$ cat config.mk
export PLATFORM = sky130hd
export DESIGN_NAME = sha256_bit_sequencer
export DESIGN_NICKNAME = d
export VERILOG_FILES = /design/src/rtl/sha256_bit_sequencer.sv
export SDC_FILE = /design/constraint.sdc
export NUM_CORES = 1
export LEC_CHECK = 0
export CORE_UTILIZATION = 30
export DETAILED_ROUTE_END_ITERATION = 8
export PLACE_DENSITY = 0.65
export SETUP_SLACK_MARGIN = 0.05
export SKIP_CTS_REPAIR_TIMING = 1
export SLEW_MARGIN = 10
export SYNTH_ARGS = -nofsm -noshare
export SYNTH_HDL_FRONTEND = slang
export SYNTH_SLANG_ARGS = --single-unit
$ cat constraint.sdc
create_clock -name clk -period 1.9 [get_ports clk]
set_input_delay 0.38 -clock clk [delete_from_list [all_inputs] [get_ports clk]]
set_output_delay 0.38 -clock clk [all_outputs]
set_load 0.02 [all_outputs]
$ cat src/rtl/sha256_bit_sequencer.sv
// sha256_bit_sequencer: bit clock, bit index and round index generator for the bit-serial SHA-256 round datapath.
module sha256_bit_sequencer #(
  parameter int W_WORD     = 32,
  parameter int ROUNDS     = 64,
  parameter int MSG_ROUNDS = 16,
  parameter int DIV        = 2,
  localparam int CW = $clog2(W_WORD),
  localparam int RW = $clog2(ROUNDS),
  localparam int DW = (DIV > 1) ? $clog2(DIV) : 1
) (
  input  logic          clk,
  input  logic          rst_n,
  input  logic          start,
  output logic          busy,
  output logic          done,
  output logic          bclk,
  output logic [CW-1:0] counter,
  output logic [RW-1:0] round,
  output logic          msg_sel,
  output logic          last_bit,
  output logic          word_strobe
);
  typedef enum logic [1:0] {IDLE, RUN, DONE} state_t;
  state_t        state, state_nx;
  logic [DW-1:0] div_q, div_nx;
  logic [CW-1:0] counter_nx;
  logic [RW-1:0] round_nx;
  logic          bclk_nx, done_nx, ws_nx, tick;
  assign msg_sel  = 32'(round) < MSG_ROUNDS;
  assign last_bit = counter == CW'(W_WORD - 1);
  assign tick     = div_q == DW'(DIV - 1);
  // indices only advance on the falling (play) edge so they stay stable across a full bit period
  always_comb begin
    state_nx   = state;
    div_nx     = div_q;
    bclk_nx    = bclk;
    counter_nx = counter;
    round_nx   = round;
    done_nx    = 1'b0;
    ws_nx      = 1'b0;
    case (state)
      IDLE: if (start) begin
        state_nx   = RUN;
        div_nx     = '0;
        counter_nx = '0;
        round_nx   = '0;
        bclk_nx    = 1'b0;
      end
      RUN: begin
        div_nx = tick ? '0 : div_q + DW'(1);
        if (tick) begin
          bclk_nx = ~bclk;
          if (bclk) begin
            counter_nx = last_bit ? '0 : counter + CW'(1);
            if (last_bit) begin
              ws_nx = 1'b1;
              if (round != RW'(ROUNDS - 1)) round_nx = round + RW'(1);
              else begin
                state_nx = DONE;
                done_nx  = 1'b1;
              end
            end
          end
        end
      end
      default: state_nx = IDLE;
    endcase
  end
  always_ff @(posedge clk or negedge rst_n) begin
    if (!rst_n) begin
      state       <= IDLE;
      div_q       <= '0;
      bclk        <= 1'b0;
      counter     <= '0;
      round       <= '0;
      busy        <= 1'b0;
      done        <= 1'b0;
      word_strobe <= 1'b0;
    end else begin
      state       <= state_nx;
      div_q       <= div_nx;
      bclk        <= bclk_nx;
      counter     <= counter_nx;
      round       <= round_nx;
      busy        <= state_nx != IDLE;
      done        <= done_nx;
      word_strobe <= ws_nx;
    end
  end
endmodule

# After elaboration in Yosys (flattened, before gate mapping)
# Index checks and enable logic that the tools add are counted.
# totals
ff_bits	18
output_inout_bits	17
word_cells	59
ram_bits	0
memories	0
input_bits	3
latchBits	0
romBits	0
# classes
add_sub_neg	3
n_mul	0
mux	31
div	0
shift	0
bitwise	1
reduce_logical	7
n_lt_le_gt_ge	1
eq_ne	8
# op_table
cell	n
$mux W6	5
$mux W5	4
$mux W1	12
$pmux W6 S2	1
$mux W2	5
$ne A2 B2 Y1 const B	5
$pmux W5 S2	1
$add A6 B1 Y6 const B	1
$lt A6 B5 Y1 const B	1
$ne A6 B6 Y1 const B	1
$reduce_and A6 Y1	1
$add A5 B1 Y5 const B	1
$eq A5 B5 Y1 const B	1
$pmux W1 S2	2
$pmux W2 S2	1
$reduce_and A4 Y1	1
$reduce_bool A2 Y1	2
$reduce_and A3 Y1	1
$eq A2 B1 Y1 const B	1
$logic_not A2 Y1	1
$reduce_and A2 Y1	1
$add A1 B1 Y1 const B	1
$not A1 Y1	1

# Logic depth before layout (Yosys ltp)
# logic_depth
depth_word	7
ltp_mapped	7
mapped_depth_nobuf	7

# Worst setup path before layout
# OpenSTA, ideal clock, no wires.
# synth_path
path_kind	register -> register
startpoint	register counter[0]
endpoint	register round[3]
t_required_ns	1.823
arrival_time_ns	2.184
n_path_buf	0
period_less_slack_ns	2.262
path_stages_with_launch	8
slack_ns	-0.362
path_cell_list	dfrtp_1 -> ha_1 -> and3_1 -> ha_1 -> nor3b_1 -> a41o_1 -> or4_1 -> a21oi_1
# synth_between
elab_chain_len	3
# synth_rtl
item	line_no	rtl
start: declaration	17	output logic [CW-1:0] counter,
start signal: assignment	83	counter <= counter_nx;
$eq A5 B5 Y1	30	assign last_bit = counter == CW'(W_WORD - 1);
named net last_bit	20	output logic last_bit,
$ne A2 B2 Y1 (no line)	-	
$reduce_and A6 Y1 (no line)	-	
end signal: assignment	84	round <= round_nx;
end: declaration	18	output logic [RW-1:0] round,
# The timed path passes the listed nets, and every way through them passes these cells.
# A chain may end at the register's enable or synchronous reset.

# Worst setup path after layout
# layout_path
startpoint	register counter[1]
endpoint	register round[3]
# layout_between
elab_chain_len	3
# layout_rtl
item	line_no
$eq A5 B5 Y1	30
$ne A2 B2 Y1 (no line)	-
$reduce_and A6 Y1 (no line)	-
# No other way between the ends.

==> qor.yml <==
run_status: "finished with violations"
failed_checks: "negative setup slack"
max-slew-margin-rel_pct: 63.6
firstDrtPassIters: 4
power_frac_seq_pct: 47.0
place_area_um2: 1200
synth_nets: 90
async_flop_share_pct: 100
powerDensity_nw_per_um2: 842
fin_ws_ns: -0.0125
reg2reg_slack_ns: -0.01
viasPerCell: 5.21
globalplace.congestion: 0.727
swShare_pct: 32.5
grt_pass1_vias: 679
gr-usage-met2_pct: 20.1
antenna_found_initial: 0
synth-seq-area-share_pct: 52.1
coreArea_um2: 2730
crit_chain: "ha_4 > and3_4 > ha_4 > nor3b_4 > a41o_1 > or4_1 > a21oi_2"
r2r_end: "round[3]$_DFFE_PN0P_"
grtUsageMet3_pct: 2.56
final-max-slew-violation-count: 0
worst_slew_pin_slew_ns: 0.544
cts_made_buffers: 3
critPathMaxFanout: 7
nNetsFinal: 124
die-area_um2: 3100
diodes: 0
tritoncts: "built"
postRouteAntennaNets: 0
cp.required_ns: 2.13
htree_levels: 1
drcViolationCount: 0
ys_warn_count: 0
path_class: "flip-flop to flip-flop"
drive_gt1_share_pct: 21.4
setup_violations: 1
netlist_area_um2: 865
clockRootBuffer: "clkbuf_4"
rr_startpoint: "counter[1]$_DFFE_PN0P_"
portBuffers: 19
cpPeakStageDelay_ns: 0.50
fin_skew_ns: 0.00776
dp_cells: 143
vias: 771
power.internal_mw: 0.712
rsz0062_at_grt: "true"
synthCells: 84
max_freq_mhz: 523
hold_viol: 0
cts_sinks: 18
critical_path_depth: 7
cp_slowest_cell: "or4_1"
p_clk_share_pct: 18.8
crit_path_start: "counter[1]$_DFFE_PN0P_"
yosysUniqueCellTypes: 26
cap_violations: 0
fin_cells: 148
setup.worst_path.end_class: "flip-flop"
critPathCapture: "round[3]$_DFFE_PN0P_"
cpLargestDelayFamily: "simple AND/OR/NAND/NOR gates"
grt_max_degree: 11
cp_data_arrival_time_ns: 2.14
synthTopCellsByArea: "dfrtp_1 52%, nand3_1 5.8%, ha_1 4.3%"
drt_wl_total_mm: 1.96
drt_iter0_drc: 14
dp_hpwl_mm: 1.49
die_w_um: 55.7
ff2ff_path_depth: 7
fin_crit_sh_pct: 101
startpoint_type: "flip-flop"
grt_pass1_wl_mm: 3.19
vdd_ir_drop_max_mv: 0.568
p_sw_mw: 0.342
rows: 19
synth_most_common_cell: "dfrtp_1"
clock_path_buffers: 2
area_growth_syn_to_layout_pct: 44.9
cp_num_buf_inv: 0
synth_common_cells: "18 x dfrtp_1, 10 x nand2_1, 10 x nand3_1, 6 x o21ai_0"
finalSetupTns_ns: -0.0125
clkTransAtPathRegs_ns: 0.10
hold_class: "primary input to asynchronous set/reset pin"
final_area_um2: 1250
yosysTopAreaCell: "dfrtp_1"
leakagePower_nw: 0.591
ys.flop_type: "dfrtp_1"
min_period_ns: 1.91
synth_top_area_share_pct: 52.1
wl_per_cell_um: 13.3
start_util_pct: 31.6
die_h_um: 55.7
synth-seq-cells: 18
place_ws_ns: -0.210
busiest_layer: "met2"
synth_edf_count: 0
grt.overflow.total: 0
crit_path_frequent_cell: "ha_4"
num_io_pins: 20
global_route.usage.met1_pct: 18.0
combPwrFrac_pct: 34.2
grtUsageTotal_pct: 13.5
clock_latency_ns: 0.29
synth_area_per_cell_um2: 10.3
## cells in the final DEF (no fill, tap or decap), types with 4 or more instances in the layout
cell type,netlist,layout
dfrtp_1,18,16
nand2_1,10,10
buf_4,0,12
dlymetal6s2s_1,0,4
o31ai_1,4,4
o21ai_0,6,6
clkdlybuf4s50_1,0,15
nand3_1,10,10
## logic make-up after synthesis
logic type,count (synthesis),synth area share (%)
mux,1,1.30
fa+ha+maj,3,4.34
buf+inv,2,1.74
xor+xnor,1,1.01
simple gates,41,26.2
flops,18,52.1
compound gates,18,13.3
## registers in the layout, indices dropped and copies added, names as in the netlist
| signal | cells |
|---|---|
| round | 6 |
| counter | 5 |
| state | 2 |
| bclk | 1 |
| busy | 1 |
| div_q | 1 |
| done | 1 |
| word_strobe | 1 |
## area by class of cell
class | instances | area (um2)
clock buffers | 4 | 26.3
fillers | 264 | 1480
repair buffers | 31 | 290
well taps | 31 | 38.8
flip-flops and latches | 18 | 453
multi-input cells | 64 | 444
## through the flow
step / utilization, % / hold slack [ns] / total power, mW
floorplan: - / 0.0844 / 0.671
global placement: 43.8 / 0.491 / 0.852
detailed placement: 43.8 / 0.498 / 0.866
CTS: 44.8 / 0.387 / 1.07
global route: 45.8 / 0.377 / 1.13
finish: 45.8 / 0.366 / 1.05
## routing by layer
metal / vias up / wire (um)
li1: 381 / -
met1: 364 / 918
met2: 21 / 908
met3: 5 / 85
met4: 0 / 48
met5: - / 0
## how the worst min path moves through the flow
| stage | start | to | cells after the start |
|---|---|---|---|
| finish | rst_n | counter[3]$_DFFE_PN0P_ | 1 |
| global route | rst_n | counter[3]$_DFFE_PN0P_ | 1 |
| CTS | rst_n | counter[3]$_DFFE_PN0P_ | 1 |
| detailed placement | counter[3]$_DFFE_PN0P_ | counter[3]$_DFFE_PN0P_ | 1 |
| global placement | counter[3]$_DFFE_PN0P_ | counter[3]$_DFFE_PN0P_ | 1 |
| floorplan | rst_n | bclk$_DFFE_PN0P_ | 0 |
## power by group through the flow
stage          sequential [mW]  clock [mW]  combinational [mW]
2_1_floorplan            0.570           0               0.101
3_3_place_gp             0.502           0               0.350
3_5_place_dp             0.504           0               0.362
4_1_cts                  0.496       0.208               0.362
5_1_grt                  0.503       0.232               0.393
6_report                 0.495       0.199               0.360
Note: power is estimated with default switching activity, not from simulation.
